**src/rtl/jk_excite_if.sv**
```systemverilog
// Handshake and feedback bundle between a JK-bank controller and its driver.
// The master side supplies targets and the bank's q; the slave side drives J/K and reports the result.
interface jk_excite_if #(
   parameter int WIDTH = 4
) ();
   logic             tgt_valid;
   logic [WIDTH-1:0] tgt_data;
   logic             tgt_ready;
   logic [WIDTH-1:0] q_fb;
   logic [WIDTH-1:0] j;
   logic [WIDTH-1:0] k;
   logic             done;
   logic             err;

   modport master (
      output tgt_valid, tgt_data, q_fb,
      input  tgt_ready, j, k, done, err
   );

   modport slave (
      input  tgt_valid, tgt_data, q_fb,
      output tgt_ready, j, k, done, err
   );
endinterface

```
**src/rtl/jk_excite_driver.sv**
```systemverilog
// Drives a JK flip-flop bank toward a requested value, checks the result and re-drives up to MAX_RETRY times.
// Optional macro JK_EXCITE_TOGGLE_EN: encode changing bits as toggles (j=k=1) instead of set/reset.
module jk_excite_driver #(
   parameter int WIDTH     = 4,
   parameter int MAX_RETRY = 2
) (
   input logic        clk,
   input logic        rst,
   jk_excite_if.slave bus
);
   typedef enum logic [1:0] {IDLE, DRIVE, CHECK} state_t;
   localparam logic [2:0] RETRY_LIMIT = 3'(MAX_RETRY);

   state_t           state_reg, state_next;
   logic [WIDTH-1:0] target_reg, target_next;
   logic [2:0]       retry_reg, retry_next;
   logic [WIDTH-1:0] j_reg, j_next;
   logic [WIDTH-1:0] k_reg, k_next;
   logic             done_reg, done_next;
   logic             err_reg, err_next;
   logic [WIDTH-1:0] exc_target;
   logic [WIDTH-1:0] exc_j;
   logic [WIDTH-1:0] exc_k;

   // At accept the incoming data is the goal; on a re-drive it is the latched target.
   assign exc_target = (state_reg == IDLE) ? bus.tgt_data : target_reg;

   generate
      for (genvar gi = 0; gi < WIDTH; gi++) begin : g_exc
`ifdef JK_EXCITE_TOGGLE_EN
         assign exc_j[gi] = bus.q_fb[gi] ^ exc_target[gi];
         assign exc_k[gi] = bus.q_fb[gi] ^ exc_target[gi];
`else
         assign exc_j[gi] = ~bus.q_fb[gi] & exc_target[gi];
         assign exc_k[gi] = bus.q_fb[gi] & ~exc_target[gi];
`endif
      end
   endgenerate

   always_ff @(posedge clk) begin
      if (rst) begin
         state_reg  <= IDLE;
         target_reg <= '0;
         retry_reg  <= '0;
         j_reg      <= '0;
         k_reg      <= '0;
         done_reg   <= 1'b0;
         err_reg    <= 1'b0;
      end else begin
         state_reg  <= state_next;
         target_reg <= target_next;
         retry_reg  <= retry_next;
         j_reg      <= j_next;
         k_reg      <= k_next;
         done_reg   <= done_next;
         err_reg    <= err_next;
      end
   end

   // j/k default to zero so they are only nonzero in the cycle following a (re)load.
   always_comb begin
      state_next  = state_reg;
      target_next = target_reg;
      retry_next  = retry_reg;
      j_next      = '0;
      k_next      = '0;
      done_next   = 1'b0;
      err_next    = 1'b0;
      case (state_reg)
         IDLE: begin
            if (bus.tgt_valid) begin
               target_next = bus.tgt_data;
               retry_next  = '0;
               j_next      = exc_j;
               k_next      = exc_k;
               state_next  = DRIVE;
            end
         end
         DRIVE: begin
            state_next = CHECK;
         end
         CHECK: begin
            if (bus.q_fb == target_reg) begin
               done_next  = 1'b1;
               state_next = IDLE;
            end else if (retry_reg < RETRY_LIMIT) begin
               retry_next = retry_reg + 3'd1;
               j_next     = exc_j;
               k_next     = exc_k;
               state_next = DRIVE;
            end else begin
               err_next   = 1'b1;
               state_next = IDLE;
            end
         end
         default: begin
            state_next = IDLE;
         end
      endcase
   end

   assign bus.tgt_ready = (state_reg == IDLE);
   assign bus.j         = j_reg;
   assign bus.k         = k_reg;
   assign bus.done      = done_reg;
   assign bus.err       = err_reg;
endmodule

```
**src/flat_wrapper.sv**
```systemverilog
// flat-port wrapper written by rule: the top's interface ports become plain ports
module jk_excite_driver_flat 
#(
   parameter int WIDTH     = 4,
   parameter int MAX_RETRY = 2
)
  (clk, rst, bus_tgt_valid, bus_tgt_data, bus_q_fb, bus_tgt_ready, bus_j, bus_k, bus_done, bus_err);
  jk_excite_if #(.WIDTH(WIDTH)) bus_i ();
  input logic clk;
  input logic rst;
  input wire logic [$bits(bus_i.tgt_valid)-1:0] bus_tgt_valid;
  input wire logic [$bits(bus_i.tgt_data)-1:0] bus_tgt_data;
  input wire logic [$bits(bus_i.q_fb)-1:0] bus_q_fb;
  output wire logic [$bits(bus_i.tgt_ready)-1:0] bus_tgt_ready;
  output wire logic [$bits(bus_i.j)-1:0] bus_j;
  output wire logic [$bits(bus_i.k)-1:0] bus_k;
  output wire logic [$bits(bus_i.done)-1:0] bus_done;
  output wire logic [$bits(bus_i.err)-1:0] bus_err;
  assign bus_i.tgt_valid = bus_tgt_valid;
  assign bus_i.tgt_data = bus_tgt_data;
  assign bus_i.q_fb = bus_q_fb;
  assign bus_tgt_ready = bus_i.tgt_ready;
  assign bus_j = bus_i.j;
  assign bus_k = bus_i.k;
  assign bus_done = bus_i.done;
  assign bus_err = bus_i.err;
  jk_excite_driver #(.WIDTH(WIDTH), .MAX_RETRY(MAX_RETRY)) u_core (.clk(clk), .rst(rst), .bus(bus_i));
endmodule
```
**config.mk**
```make
export PLATFORM = sky130hd
export DESIGN_NAME = jk_excite_driver_flat
export DESIGN_NICKNAME = d
export VERILOG_FILES = /design/src/rtl/jk_excite_if.sv /design/src/rtl/jk_excite_driver.sv /design/src/flat_wrapper.sv
export SDC_FILE = /design/constraint.sdc
export NUM_CORES = 1
export LEC_CHECK = 0
export ABC_AREA = 1
export CAP_MARGIN = 20
export CORE_MARGIN = 8
export CORE_UTILIZATION = 50
export DETAILED_ROUTE_END_ITERATION = 12
export PLACE_DENSITY = 0.89
export SYNTH_ARGS = -nofsm -noshare
export SYNTH_HDL_FRONTEND = slang
export SYNTH_SLANG_ARGS = --single-unit
```
**constraint.sdc**
```tcl
create_clock -name clk -period 3.13 [get_ports clk]
set_input_delay 0.4695 -clock clk [delete_from_list [all_inputs] [get_ports clk]]
set_output_delay 0.4695 -clock clk [all_outputs]
set_load 0.03 [all_outputs]
```
==> results.py <==
metrics = {
    "worst_setup_path": {
        "critPathTopFamily": "buffers and inverters",
        "crit_path_max_incr_delay_ns": 0.73,
        "worstSetupPathType": "reg2out",
        "crit_path_end_kind": "primary output",
        "path_cells": "nor2_4 > clkdlybuf4s50_1",
        "ff2ff_setup_slack_ns": 1.83,
        "rr_endpoint": "u_core.retry_reg[0]",
        "crit_slowest_cell": "clkdlybuf4s50_1",
        "crit_path_start_kind": "flop",
        "crit_arrival_ns": 1.65,
        "critical_path_buf_inv_count": 1,
        "required_ns": 2.66,
        "reg2reg_depth": 6,
        "crit_fanout": 10,
        "reg2reg_from": "u_core.state_reg[0]",
    },
    "timing": {
        "rsz0062_at_grt": "no",
        "slew_viol_final": 0,
        "layout_setup_ws_ns": 1.01,
        "slew-limit-headroom_pct": 62.2,
        "fin_crit_sh_pct": 67.6,
        "fin_crit_ns": 2.12,
        "hold_viol_final": 0,
        "worst_pin_slew_ns": 0.564,
        "max_freq_mhz": 472,
        "skew_ns": 0.0110,
        "tns_ns": 0,
        "setup_violations": 0,
    },
    "clock_tree": {
        "numCtsBuffers": 3,
        "post_cts_buffers": 0,
        "cts-root-buf": "clkbuf_4",
        "holdBufCountCts": 0,
        "clock_sinks": 19,
        "clkTransAtPathRegs_ns": 0.11,
        "h-tree-depth": 1,
        "cts_tree": "yes",
        "cts_resized": 0,
        "cts_buffer_depth": 2,
        "clk_latency_ns": 0.30,
    },
    "yosys": {
        "synth_warnings": 0,
        "synth-seq-cells": 19,
        "synth.top_cells.by_count": "nand2_1 (23), dfxtp_1 (19), nor2_1 (14)",
        "async_flop_share_pct": 0,
        "synth.distinct_cells": 21,
        "syn-instance-count": 111,
        "synth_most_common_cell": "nand2_1",
        "synth.top_cell.area_share_pct": 43.9,
        "synth_nets": 123,
        "synth_area_leaders": "dfxtp_1 (44%), nand2_1 (10%), nor2_1 (6.1%), inv_1 (4.8%), nor3_2 (4.6%)",
        "synthFlopType": "dfxtp_1",
        "ys_seq_area_share_pct": 43.9,
        "synth-edff-count": 0,
        "avgSynthCellArea_um2": 7.81,
        "syn_area_um2": 867,
        "synth.largest_area_cell": "dfxtp_1",
    },
    "worst_hold_path": {
        "min_path_type": "reg2reg",
        "worstHoldStart": "u_core.target_reg[2]",
        "hold_path_end": "u_core.target_reg[2]",
        "whs_path_depth": 2,
    },
    "grt": {
        "grt_max_degree": 12,
        "grt_use_total_pct": 11.6,
        "grt_pass1_wl_um": 3000,
        "antenna_found_initial": 0,
        "grt-ovfl-total": 0,
        "first_global_vias": 714,
    },
    "pwr": {
        "leakagePower_nw": 0.459,
        "total_power_uw": 503,
        "power_density_nw_per_um2": 451,
        "max-vdd-ir-drop_uv": 303,
    },
    "die": {
        "core_area_um2": 1670,
        "ios": 22,
        "start_util_pct": 51.9,
        "die_w_um": 57.6,
        "dieArea_um2": 3320,
        "rows": 15,
        "die_y_um": 57.6,
    },
    "route": {
        "finalWirelength_um": 1860,
        "first_pass_iters": 4,
        "post_drt_wl_per_cell_um": 12.3,
        "drc": 0,
        "drtIter0Drc": 9,
        "detail-route-antenna-nets": 0,
        "vias_per_cell": 5.28,
        "vias": 797,
    },
    "outcome": {
        "status": "complete, no violations",
    },
    "placement": {
        "hpwl_um": 1450,
        "pre_cts_slack_ns": 1.20,
        "routabilityCongestion": 0.759,
        "port_buffers": 21,
    },
    "finish": {
        "areaGrowthSynthToFinish_pct": 28.6,
        "diodes": 0,
        "layout.nets": 147,
        "drive_gt1_share_pct": 17.2,
    },
    "run": {
        "maxCapViolCount": 0,
    },
}
-- layout by cell type (no fill, tap or decap), types with 2 or more instances in the layout --
master,count
dfxtp_1,19
clkbuf_4,3
a21oi_1,7
nor2_2,2
nor2_1,14
inv_1,11
nand2_1,23
nor2_4,3
nor3_1,2
a211oi_2,2
nand3_1,6
nor3_2,4
clkdlybuf4s50_1,21
o21ai_0,4
nand2_2,5
-- per-stage QoR --
stage	cells	hold WS (ns)	util, %	cell area, µm²
2_1_floorplan	111	0.462	-	867
3_3_place_gp	147	0.469	65.2	1090
3_5_place_dp	147	0.482	65.2	1090
4_1_cts	151	0.502	66.7	1110
5_1_grt	151	0.520	66.7	1110
6_report	151	0.499	66.7	1110
-- power breakdown --
part           switching [mW]  internal [mW]
clock                  0.0741         0.0497
sequential            0.00772          0.254
combinational          0.0714         0.0457
-- per-layer routing --
layer	global-route usage, %	share of wire [%]
met1	12.2	42
met2	20.1	51
met4	8.93	2.8
met5	0	0
met3	2.21	4.2
-- area by class of cell --
cell class / count / area [µm²]
Timing Repair Buffer: 21 / 210
Multi-Input combinational cell: 77 / 420
Clock buffer: 4 / 26.3
Sequential cell: 19 / 380
Inverter: 13 / 56.3
Fill cell: 135 / 556
Tap cell: 17 / 21.3
-- worst register-to-register path, stage by stage, from the launching register on --
cell,delay (ns)
dfxtp_1,0.36
nor2_4,0.25
nand2_2,0.23
nand2_4,0.18
inv_8,0.06
nor2_2,0.09
nor2_2,0.04
-- worst max path at each step --
stage,from,endpoint,slack [ns],depth (start not counted)
2_1_floorplan,u_core.state_reg[0],u_core.target_reg[0],1.90,5
3_3_place_gp,rst,u_core.bus.k[2],1.26,4
3_5_place_dp,rst,u_core.bus.k[2],1.20,4
4_1_cts,u_core.state_reg[0],bus_tgt_ready,1.02,2
5_1_grt,u_core.state_reg[0],bus_tgt_ready,0.96,2
6_report,u_core.state_reg[0],bus_tgt_ready,1.01,2
-- logic make-up (layout without fill, tap and decap cells) --
logic type | count (synthesis) | after routing | share of synthesized area [%]
AO/OA/AOI/OAI | 13 | 13 | 9.23
flip-flops | 19 | 19 | 43.9
adder cells (fa/ha/maj) | 1 | 1 | 1.44
AND/OR/NAND/NOR | 63 | 63 | 37.8
buffers and inverters | 15 | 38 | 7.65
Power figures use the tool's default switching activity.
